## src/rtl/instr_realign_buf.sv

```systemverilog
// instr_realign_buf: halfword FIFO that realigns fetch words into 16/32-bit instructions,
// dropping the leading halfwords of the first word after a misaligned redirect.
module instr_realign_buf #(
    parameter int          FETCH_HW = 2,
    parameter int          DEPTH_HW = 8,
    parameter logic [63:0] RESET_PC = 64'h0
) (
    input  logic                        clk,
    input  logic                        rst_n,
    input  logic                        i_fetch_valid,
    input  logic [16*FETCH_HW-1:0]      i_fetch_data,
    output logic                        o_fetch_ready,
    input  logic                        i_flush,
    input  logic [63:0]                 i_flush_target,
    output logic                        o_instr_valid,
    output logic [31:0]                 o_instr,
    output logic [63:0]                 o_instr_pc,
    output logic                        o_is_compr,
    input  logic                        i_instr_ready,
    output logic [$clog2(DEPTH_HW):0]   o_count
);
    localparam int AW = $clog2(DEPTH_HW);
    localparam int CW = AW + 1;
    localparam int DW = $clog2(FETCH_HW);

    typedef enum logic {RUN, REALIGN} state_t;

    state_t        r_state, w_state_next;
    logic [15:0]   r_mem [DEPTH_HW];
    logic [AW-1:0] r_wptr, r_rptr;
    logic [CW-1:0] r_count, w_push;
    logic [63:0]   r_pc;
    logic [DW-1:0] r_drop, w_drop_eff;
    logic [15:0]   w_hw0, w_hw1;
    logic [1:0]    w_pop;
    logic          w_compr, w_enough, w_fetch_ready, w_accept;

    assign w_hw0         = r_mem[r_rptr];
    assign w_hw1         = r_mem[r_rptr + AW'(1)];
    assign w_compr       = w_hw0[1:0] != 2'b11;
    assign w_enough      = w_compr ? (r_count != '0) : (r_count >= CW'(2));
    assign w_fetch_ready = r_count <= CW'(DEPTH_HW - FETCH_HW);
    assign w_accept      = i_fetch_valid && w_fetch_ready && !i_flush;
    // Leading halfwords are skipped only for the first word after a redirect.
    assign w_drop_eff    = (r_state == REALIGN) ? r_drop : '0;
    assign w_push        = w_accept ? CW'(FETCH_HW) - CW'(w_drop_eff) : '0;
    assign w_pop         = !(o_instr_valid && i_instr_ready) ? 2'd0 : w_compr ? 2'd1 : 2'd2;

    always_ff @(posedge clk or negedge rst_n) begin
        if (!rst_n) r_state <= RUN;
        else        r_state <= w_state_next;
    end

    always_comb begin
        w_state_next = i_flush ? REALIGN : (r_state == REALIGN && w_accept) ? RUN : r_state;
    end

    always_comb begin
        o_fetch_ready = w_fetch_ready;
        o_instr_valid = w_enough && !i_flush;
        o_is_compr    = !o_instr_valid || w_compr;
        o_instr       = !o_instr_valid ? 32'h0000_0001 : w_compr ? {16'h0, w_hw0} : {w_hw1, w_hw0};
        o_instr_pc    = r_pc;
        o_count       = r_count;
    end

    always_ff @(posedge clk or negedge rst_n) begin
        if (!rst_n) begin
            r_count <= '0;
            r_wptr  <= '0;
            r_rptr  <= '0;
            r_pc    <= RESET_PC;
            r_drop  <= '0;
        end else if (i_flush) begin
            r_count <= '0;
            r_wptr  <= '0;
            r_rptr  <= '0;
            r_pc    <= i_flush_target;
            r_drop  <= i_flush_target[DW:1];
        end else begin
            r_count <= r_count + w_push - CW'(w_pop);
            r_wptr  <= r_wptr + AW'(w_push);
            r_rptr  <= r_rptr + AW'(w_pop);
            r_pc    <= r_pc + {61'h0, w_pop, 1'b0};
        end
    end

    // Contents need no reset: count gates every read.
    always_ff @(posedge clk) begin
        for (int k = 0; k < FETCH_HW; k++)
            if (w_accept && DW'(k) >= w_drop_eff)
                r_mem[r_wptr + AW'(k) - AW'(w_drop_eff)] <= i_fetch_data[16*k +: 16];
    end
endmodule

```

## config.mk

```make
export PLATFORM = sky130hd
export DESIGN_NAME = instr_realign_buf
export DESIGN_NICKNAME = d
export VERILOG_FILES = /design/src/rtl/instr_realign_buf.sv
export SDC_FILE = /design/constraint.sdc
export NUM_CORES = 1
export LEC_CHECK = 0
export ABC_CLOCK_PERIOD_IN_PS = 4380
export BUFFER_PORTS_ARGS = -buffer_cell sky130_fd_sc_hd__buf_2
export CORE_ASPECT_RATIO = 0.8
export CORE_UTILIZATION = 58
export CTS_BUF_LIST = sky130_fd_sc_hd__clkbuf_2 sky130_fd_sc_hd__clkbuf_4 sky130_fd_sc_hd__clkbuf_8
export CTS_CLUSTER_DIAMETER = 50
export CTS_CLUSTER_SIZE = 30
export DETAILED_ROUTE_END_ITERATION = 10
export GPL_ROUTABILITY_DRIVEN = 0
export GPL_TIMING_DRIVEN = 0
export PLACE_DENSITY = 0.94
export SKIP_LAST_GASP = 1
export SYNTH_ARGS = -nofsm -noshare
export SYNTH_HDL_FRONTEND = slang
export SYNTH_SLANG_ARGS = --single-unit
```

## constraint.sdc

```tcl
create_clock -name clk -period 4.38 [get_ports clk]
set_input_delay 0 -clock clk [delete_from_list [all_inputs] [get_ports clk]]
set_output_delay 0 -clock clk [all_outputs]
set_load 0.01 [all_outputs]
```

-- Word-level counts from Yosys, hierarchy flattened
Memories as Yosys holds them, arrays and structs flattened.
Cells that the tools add are included.
- $add $sub $neg: 10
- $lt $le $gt $ge: 4
- equal/unequal tests: 1
- mux-type cells: 17
- reduce and logical (&&, ||, !) cells: 12
- operators by type and width (kind ; count):
    adder 64 x 3 -> 64 bit ; 1
    two-way mux 32 bit ; 2
    two-way mux 64 bit ; 1
    two-way mux 1 bit ; 8
    two-way mux 4 bit ; 2
    logical AND 1 bit ; 7
    adder 3 x 1 -> 3 bit, second input constant ; 2
    two-way mux 3 bit ; 2
    subtractor 3 x 1 -> 3 bit ; 2
    adder 4 bit ; 1
    >= comparator 4 x 2 -> 1 bit, second input constant ; 1
    <= comparator 4 x 3 -> 1 bit, second input constant ; 1
    two-way mux 2 bit ; 2
    nonzero test 4 bit ; 1
    subtractor 4 x 2 -> 4 bit ; 1
    adder 3 x 2 -> 3 bit ; 1
    adder 3 bit ; 1
    subtractor 2 x 1 -> 3 bit, first input constant ; 1
    >= comparator 1 bit, first input constant ; 2
    zero test 1 bit ; 2
    inequality test 2 bit, second input constant ; 1
    nonzero test 2 bit ; 1
    logical OR 1 bit ; 1
- flip-flop bits (word level): 76
- bits in writable memories: 128
- input port bits: 101
- output and inout bits: 103
- logic and storage cells: 51
- memories kept: 1
- memories (name ; depth ; width ; rd ports ; clocked after Yosys merged registers in ; wr ports ; line ; RTL):
    r_mem ; 8 ; 16 ; 2 ; 0 ; 2 ; 29 ; logic [15:0] r_mem [DEPTH_HW];

-- Logic depth before layout (Yosys ltp)
Gate-level depths: netlist (run 1).
An unclocked memory read counts as a cell.
- word-level depth: 8
- mapped depth: 16
- mapped depth without buffers: 13

-- Worst setup path after synthesis (run 1)
Ideal clock, no wire load.
- path kind: register to register
- from: reg r_rptr[0]
- to: reg r_pc[52] (netlist: o_instr_pc[52])
- library setup time: 0.082 ns
- arrival: 3.844 ns
- data required time: 4.298 ns
- slack: 0.454 ns
- cell stages (with the launch flop): 16
- buffers on the path: 4
- clock period less this slack: 3.926 ns
- cells stage by stage: dfrtp_1 -> buf_2 -> mux4_2 -> a21oi_1 -> a21o_1 -> nand3b_1 -> clkbuf_1 -> nor2_1 -> ha_1 -> a21o_1 -> and4_1 -> buf_2 -> nand3_1 -> clkbuf_1 -> or4_1 -> a31oi_1
- cells in the longest elaborated chain, start to end: 8
- elaborated cells on any way between the ends: 9
- classes of those cells: add/sub: 1; eq/ne: 1; mux: 4; reduce/logical: 2; memory: 1
- ends and longest elaborated chain (element ; line ; RTL):
    start: declaration ; 30 ; logic [AW-1:0] r_wptr, r_rptr;
    start signal: assignment ; 83 ; r_rptr <= r_rptr + AW'(w_pop);
    memory (8 x 16 bit) * ; -- ;
    inequality test 2 bit * ; 40 ; assign w_compr = w_hw0[1:0] != 2'b11;
    two-way mux 1 bit ; 41 ; assign w_enough = w_compr ? (r_count != '0) : (r_count >= CW'(2));
    logical AND 1 bit ; 60 ; o_instr_valid = w_enough && !i_flush;
    logical AND 1 bit ; 47 ; assign w_pop = !(o_instr_valid && i_instr_ready) ? 2'd0 : w_compr ? 2'd1 : 2'd2;
    two-way mux 2 bit * ; 47 ;
    adder 64 x 3 -> 64 bit * ; 84 ; r_pc <= r_pc + {61'h0, w_pop, 1'b0};
    two-way mux 64 bit * ; 74 ; end else if (i_flush) begin
    end signal: assignment ; 78 ; r_pc <= i_flush_target;
    end signal: assignment ; 84 ;
    end: declaration ; 32 ; logic [63:0] r_pc;
Mark *: on every way between the ends. The rest lies on a longest branch, timed or not.
A chain may end at the register's enable or synchronous reset.

-- Worst setup path after layout (run 1)
- from: reg r_rptr[0]
- to: reg r_pc[23] (netlist: o_instr_pc[23])
The elaborated chain is that of the path after synthesis.

==> results by group, run 1 <==
Synthesis
  – Synth top area cells: edfxtp_1 32%, dfrtp_1 16%, mux2_2 12%, mux4_2 12%, nand2_1 3.5%
  – Most used standard cells in the synthesized netlist: 132 x mux2_2, 128 x edfxtp_1, 114 x nand2_1
  – Share of async-settable or async-resettable flops after synthesis: 37.3%
  – Per-instance average area after synthesis: roughly 12 sq um
  – Yosys top cell by area: edfxtp_1
  – Post-synth EDFFs: 128
  – Number of library cell types mapped by synthesis: 48
  – Post-synth top area share: 31.7%
  – Mapped cell area: 0.0121 sq mm
  – Most common cell in the netlist: mux2_2
  – FF+latch count, synth: 204
  – Post-Syn Nets: 1113
  – Most used DFF post-synth: edfxtp_1
  – Synth warn: 0
  – Post-Synthesis Cells: 992
  – Part of the Yosys area used for sequential elements: a little under half

Power and ir drop
  – Worst ir drop on vdd: about 0.33 mV
  – LEAKAGE: 5.93 nW
  – Total power of the final layout: 0.00558 W
  – P per Cell Area: about 360 mW/mm^2

Setup path
  – Crit path max fanout: 10
  – FF-to-FF End: o_instr_pc[23]
  – Crit path capture type: flop
  – CP startpoint: r_rptr[0]
  – Worst setup path category: flop to flop
  – Launch instance of the worst register-to-register path: r_rptr[0]
  – Worst setup path endpoint: o_instr_pc[23]
  – Worst EP required: 4.80 ns
  – Arrival time at the worst endpoint: 4.68 ns
  – Number of cell instances on the worst register-to-register path: 14
  – Reg2Reg Setup Slack: 0.12 ns
  – Launching element type of the critical path: flop

Job
  – Count of max-cap constraint violations: 0

Cells and area
  – Final net count: 1465
  – Fraction of final layout cells sized beyond drive strength 1: 35.3%
  – Post-route insts no fill: 1623
  – Post-route core utilization: about three quarters
  – Number of fill cells: 1111
  – Syn-to-layout area delta: 26.1%

Routing
  – Number of optimization iterations in the first detailed-route pass: 8
  – Detailed-route via count: 11400
  – Number of remaining DRC errors: 0
  – Number of design-rule violations left by the first detailed-router iteration: 1900
  – Routed wire per std cell: 26.6 microns
  – Final routed wirelength across all metal layers: between 40000 and 50000 microns
  – Average via count per standard cell: 7.04
  – Antenna-violating nets left: 0

Min path
  – Min-Delay Path Depth: 4
  – Path type of the worst min-delay path: input pin to flop

STA
  – Least-Margin Pin Slew: approximately 1.4 ns
  – Fin. Hold Viols: 0
  – Slew HR: under 10%
  – Final worst-path setup slack: around 0.12 ns
  – Final Setup Violations: 0
  – Maximum frequency from static timing analysis: 235 MHz
  – Final TNS setup: 0 ns
  – Final number of max-transition violations: 0
  – Worst Skew: 0.0399 ns
  – Unrepaired setup endpoints after global routing: false
  – Period Utilization, post-route: 97.2%
  – Time the final worst path needs with I/O delays and setup: 4.26 ns

CTS
  – Clock transition at the registers of the reported paths: roughly 0.10 ns
  – TritonCTS buffer count: 20
  – Number of buffers on the longest clock path: 3
  – TritonCTS clock tree: built
  – Maximum level of the CTS H-tree: 1
  – Worst-Skew Late Latency: 0.58 ns
  – Buffer cell driving the clock tree root: clkbuf_8
  – Clock Sink Count: 204

GRT
  – All-layer global routing usage: 40.5%
  – First-pass GRT wire length: between 60000 and 70000 microns
  – Initial antenna violation count: 1
  – Largest net degree at the start of global routing: 41
  – Via count of the first global-routing pass: 11500
  – Residual overflow from global routing: 0

Floorplan
  – Die Span X: 164 microns
  – Num rows: 46
  – Chip height: 131 microns
  – Die outline area: 0.0215 sq mm
  – Placeable core region: about 0.020 sq mm
  – Ports placed on the boundary: slightly above 200
  – Effective utilization at floorplan: 60.2%

Place
  – Placed Cells incl. Taps: between 1000 and 1500
  – Detailed-placement wirelength estimate: 25800 microns
  – Post-placement setup slack: -0.681 ns
  – Number of buffer cells added on primary ports: slightly above 200

Status
  – Run status: finished clean
-- report_power, final --
group | total (W) | internal, W | leakage [nW] | switching (W)
combinational | 0.00183 | 0.000816 | 3.64 | 0.00102
clock | 0.00136 | 0.000557 | 0.226 | 0.000799
sequential | 0.00239 | 0.00222 | 2.07 | 0.000167
total | 0.00558 | 0.00359 | 5.93 | 0.00198
-- metal layers --
metal / global-route usage, % / vias up / share of wire [%]
met5: 0.718 / - / 0
met3: 11.1 / 353 / 14
li1: - / 4493 / -
met2: 63.2 / 1221 / 45
met1: 49.8 / 5360 / 33
met4: 25.4 / 0 / 7.8
-- registers in the layout, indices dropped and copies added, names as in the netlist --
name        count
r_mem         128
o_instr_pc     64
r_rptr          3
r_drop          1
r_wptr          3
r_state         1
o_count         4
-- layout by cell type, fill, tap and decap left out, drive strengths merged, types with 5 or more instances in the layout --
| cell type | synthesis | layout |
|---|---|---|
| buf | 27 | 243 |
| mux2 | 132 | 132 |
| edfxtp | 128 | 128 |
| dlygate4sd3 | 0 | 116 |
| nand2 | 114 | 114 |
| dfrtp | 76 | 76 |
| mux4 | 64 | 64 |
| nor2 | 53 | 53 |
| clkbuf | 32 | 53 |
| o21ai | 48 | 48 |
| nand4 | 29 | 29 |
| inv | 21 | 28 |
| xor2 | 27 | 27 |
| nand3 | 25 | 25 |
| mux2i | 22 | 22 |
| a21oi | 21 | 21 |
| xnor2 | 19 | 19 |
| a31oi | 17 | 17 |
| and3 | 15 | 15 |
| ha | 15 | 15 |
| nor2b | 12 | 12 |
| nor4 | 12 | 12 |
| or4 | 12 | 12 |
| and4 | 10 | 10 |
| o31ai | 10 | 10 |
| nor3 | 9 | 9 |
| and2 | 7 | 7 |
| clkinv | 1 | 6 |
| or3 | 5 | 5 |
| fa | 5 | 5 |
-- critical path, cell delays in order, from the launching register on --
cell and delay (ns):
dfrtp_1 0.42, buf_6 0.20, mux4_2 0.57, a21oi_1 0.16, a21o_1 0.15, and3_1 0.27
ha_1 0.27, fa_1 0.30, and4_1 0.32, and3_1 0.19, clkbuf_1 0.25, clkbuf_2 0.32
nand4_1 0.20, xor2_1 0.19, o21ai_0 0.32
-- what timing repair did --
item                                   in CTS  in global routing
buffers inserted                            1                  0
hold buffers                              117                  0
setup endpoints to repair                  47                 29
resized for setup                           3                 11
endpoints found under the hold margin     270                  0
-- per-stage QoR --
step | hold slack, ns | area (sq um)
floorplan | -0.296 | 12100
global placement | 0.210 | 13500
detailed placement | -0.00323 | 13600
CTS | 0.0655 | 15300
global route | 0.136 | 15300
finish | 0.0798 | 15300
-- layout make-up --
class | instances | area, sq um | area share [%]
multi-input combinational | 707 | 6090 | 39.8
sequential | 204 | 5750 | 37.6
timing repair buffer | 330 | 2340 | 15.3
tap | 264 | 330 | 2.16
clock buffer | 23 | 298 | 1.95
buffer | 59 | 267 | 1.74
clock inverter | 13 | 140 | 0.916
inverter | 22 | 82.6 | 0.540
antenna | 1 | 2.50 | 0.0164
-- logic make-up (layout without fill, tap and decap cells) --
group / Yosys count / after routing / synth area share, %
XOR/XNOR: 46 / 46 / 3.32
buffers and inverters: 81 / 447 / 2.78
AND/OR/NAND/NOR: 310 / 310 / 12.7
flip-flops: 204 / 204 / 47.4
multiplexers: 218 / 218 / 26.0
adder cells (fa/ha/maj): 20 / 20 / 2.37
other: 0 / 1 / 0
AO/OA/AOI/OAI: 113 / 113 / 5.49
-- how the worst min path moves through the flow --
stage                                  start  slack (ns)             end
after floorplan                        rst_n       -0.30      o_count[0]
after global placement    i_flush_target[19]        0.21  o_instr_pc[19]
after detailed placement               rst_n      -0.003  o_instr_pc[36]
after CTS                      i_instr_ready        0.07       r_rptr[0]
after global routing           i_instr_ready        0.14       r_rptr[0]
final                          i_instr_ready        0.08       r_rptr[0]
Power figures use the tool's default switching activity.
==> inputs of run 2 (changes only) <==
--- a/config.mk
+++ b/config.mk
@@ -8,14 +8,14 @@
 export ABC_CLOCK_PERIOD_IN_PS = 4380
 export BUFFER_PORTS_ARGS = -buffer_cell sky130_fd_sc_hd__buf_2
 export CORE_ASPECT_RATIO = 0.8
-export CORE_UTILIZATION = 58
+export CORE_UTILIZATION = 55
 export CTS_BUF_LIST = sky130_fd_sc_hd__clkbuf_2 sky130_fd_sc_hd__clkbuf_4 sky130_fd_sc_hd__clkbuf_8
 export CTS_CLUSTER_DIAMETER = 50
 export CTS_CLUSTER_SIZE = 30
 export DETAILED_ROUTE_END_ITERATION = 10
 export GPL_ROUTABILITY_DRIVEN = 0
 export GPL_TIMING_DRIVEN = 0
-export PLACE_DENSITY = 0.94
+export PLACE_DENSITY = 0.9
 export SKIP_LAST_GASP = 1
 export SYNTH_ARGS = -nofsm -noshare
 export SYNTH_HDL_FRONTEND = slang
==> run 2 against run 1 <==
Count of clock-buffer cells in the layout is the same. First-iteration DRC count fell by 24%. Register-to-register slack better by 0.04 ns. Setup slack better by 0.044 ns. Sequential power barely moved. Critical endpoint is now o_instr_pc[54]. Routed wire length fell by 9.5%. Combinational power decreased by 3%. Sequential cell count unchanged. Cell count up 0.86%.
==> results by group, run 2 (same netlist as run 1, synthesis figures left out) <==
Status
  – Run status: finished clean

Floorplan
  – Die outline area: 0.0227 sq mm (+5.4%)
  – Die Span X: 168 microns (+2.7%)
  – Num rows: 48 (+4.3%)
  – Chip height: 135 microns (+2.6%)
  – Placeable core region: 0.0216 sq mm (+7.3%)
  – Ports placed on the boundary: 204 (unchanged)
  – Effective utilization at floorplan: 56.1% (-4.1 points)

STA
  – Final Setup Violations: 0 (unchanged)
  – Slew HR: 21.2% (+14 points)
  – Worst Skew: 0.0441 ns (+0.00424 ns)
  – Unrepaired setup endpoints after global routing: false
  – Fin Hold WS: 0.0528 ns (-0.0270 ns)
  – Final number of max-transition violations: 0 (unchanged)
  – Final worst-path setup slack: 0.166 ns (+0.0444 ns)
  – Fin. Hold Viols: 0 (unchanged)
  – Time the final worst path needs with I/O delays and setup: 4.21 ns (-0.0444 ns)
  – Period Utilization, post-route: 96.2% (-1.0 points)
  – Least-Margin Pin Slew: 1.18 ns (-0.216 ns)
  – Maximum frequency from static timing analysis: 237 MHz (+1.1%)

Cells and area
  – Max FFs per register: 128 (unchanged)
  – Final net count: 1467 (+0.14%)
  – Fraction of final layout cells sized beyond drive strength 1: 35.4% (+0.14 points)
  – Largest register by flop count: r_mem
  – Most frequent standard cell in the layout excluding fill and tap cells: buf_2
  – Post-route insts no fill: 1637 (+0.86%)
  – Most frequent cells in the layout: 215 x buf_2, 132 x mux2_2, 128 x edfxtp_1, 117 x dlygate4sd3_1, 114 x nand2_1
  – Syn-to-layout area delta: 26.7%
  – Post-route core utilization: 71.0% (-4.9 points)

Job
  – Count of max-cap constraint violations: 0 (unchanged)

Min path
  – Hold path endpoint: r_rptr[0]
  – Min-Delay Path Depth: 4 (unchanged)
  – Hold path startpoint: i_instr_ready
  – Path type of the worst min-delay path: input pin to flop

GRT
  – First-pass GRT wire length: 58800 microns (-10%)
  – All-layer global routing usage: 34.1% (-6.4 points)
  – Via count of the first global-routing pass: 10800 (-6.3%)
  – Residual overflow from global routing: 0 (unchanged)
  – Initial antenna violation count: 2 (+1)
  – Largest net degree at the start of global routing: 56 (+37%)

Routing
  – Routed wire per std cell: 23.9 microns (-10%)
  – Antenna-violating nets left: 0 (unchanged)
  – Average via count per standard cell: 6.61 (-6.1%)
  – Number of design-rule violations left by the first detailed-router iteration: 1452 (-24%)
  – Number of remaining DRC errors: 0 (unchanged)
  – Final routed wirelength across all metal layers: 39100 microns (-9.5%)
  – Number of optimization iterations in the first detailed-route pass: 5 (-3)
  – Detailed-route via count: 10800 (-5.3%)

CTS
  – Clock Sink Count: 204 (unchanged)
  – Buffer cell driving the clock tree root: clkbuf_8
  – Clock transition at the registers of the reported paths: 0.09 ns (about the same)
  – Maximum level of the CTS H-tree: 1 (unchanged)
  – TritonCTS buffer count: 22 (+10%)
  – Worst-Skew Late Latency: 0.58 ns (about the same)
  – TritonCTS clock tree: built
  – Number of buffers on the longest clock path: 3 (unchanged)

Setup path
  – Worst Path Buf+Inv: 4 (+1)
  – Family with the most delay on the worst path: simple AND/OR/NAND/NOR gates
  – Worst setup path category: flop to flop
  – Worst EP required: 4.84 ns (+0.04 ns)
  – Reg2Reg Setup Slack: 0.17 ns (+0.04 ns)
  – Cell Chain, Critical Path: buf_4, mux4_2, a21oi_1, a21o_1, nand3b_1, clkbuf_4, nor2_2, ha_1, a21o_1, and4_1, buf_2, nand3_1, clkbuf_2, or4_1, a31oi_1
  – FF-to-FF End: o_instr_pc[54]
  – Crit path max fanout: 10 (unchanged)
  – Launching element type of the critical path: flop
  – Worst stage delay on the critical path: 0.57 ns (about the same)
  – Crit path capture type: flop
  – Cell with the most instances on the worst path: a21o_1
  – Arrival time at the worst endpoint: 4.67 ns (about the same)
  – Cell with the largest stage delay on the worst path: mux4_2
  – Number of cell instances on the worst register-to-register path: 15 (+1)
  – Launch instance of the worst register-to-register path: r_rptr[0]

Power and ir drop
  – Total power of the final layout: 0.00553 W (-0.79%)
  – Worst ir drop on vdd: 0.350 mV (+6.6%)
  – P per Cell Area: 360 mW/mm^2 (-1.2%)
  – LEAKAGE: 5.96 nW (+0.54%)

Place
  – Placed Cells incl. Taps: 1479 (+0.75%)
  – Post-placement setup slack: -0.800 ns (-0.119 ns)
  – Detailed-placement wirelength estimate: 25000 microns (-3.1%)
  – Number of buffer cells added on primary ports: 203 (unchanged)
run 2: what timing repair did:
| action | 4_1_cts | 5_1_grt |
|---|---|---|
| gates resized for setup | 3 | 8 |
| hold buffers | 117 | 0 |
| setup buffers | 1 | 0 |
| setup endpoints to repair | 51 | 26 |
| endpoints found under the hold margin | 270 | 0 |
run 2: worst register-to-register path, stage by stage (launching register included):
cell and delay [ns]:
dfrtp_1 0.41, buf_4 0.25, mux4_2 0.57, a21oi_1 0.18
a21o_1 0.15, nand3b_1 0.14, clkbuf_4 0.27, nor2_2 0.12
ha_1 0.30, a21o_1 0.18, and4_1 0.19, buf_2 0.23
nand3_1 0.19, clkbuf_2 0.22, or4_1 0.52, a31oi_1 0.21
run 2: final cells by class:
class / instances / area, sq um
Fill cell: 1324 / 6260
Inverter: 22 / 82.6
Antenna cell: 1 / 2.50
Clock inverter: 16 / 159
Sequential cell: 204 / 5750
Tap cell: 275 / 344
Timing Repair Buffer: 330 / 2370
Buffer: 59 / 264
Clock buffer: 23 / 317
Multi-Input combinational cell: 707 / 6080
run 2: worst max-delay path by stage:
stage | cells after the start | startpoint | endpoint
floorplan | 15 | r_rptr[0] | o_instr_pc[52]
global placement | 16 | r_rptr[0] | o_instr_pc[44]
detailed placement | 16 | r_rptr[0] | o_instr_pc[52]
CTS | 15 | r_rptr[0] | o_instr_pc[54]
global route | 16 | r_rptr[0] | o_instr_pc[52]
finish | 15 | r_rptr[0] | o_instr_pc[54]
run 2: layer usage:
metal / global-route usage [%] / part of all wire (%) / wire [microns] / vias to the layer above
met1: 42.8 / 35 / 13900 / 5204
li1: - / - / - / 4492
met5: 0 / 0.028 / 11 / -
met4: 17.4 / 5.0 / 1960 / 2
met3: 7.44 / 12 / 4870 / 191
met2: 56.3 / 47 / 18400 / 930
run 2: report_power, final:
group          switching [W]  leakage, nW  internal [W]
Clock               0.000829        0.248      0.000556
Sequential          0.000154         2.07       0.00222
Combinational       0.000963         3.64      0.000813
run 2: stage by stage:
step	instance area (sq um)	TNS [ns]
after CTS	15400	0
after floorplan	12100	0
final	15400	0
after global routing	15400	0
after global placement	13500	-24.30
after detailed placement	13700	-23.37
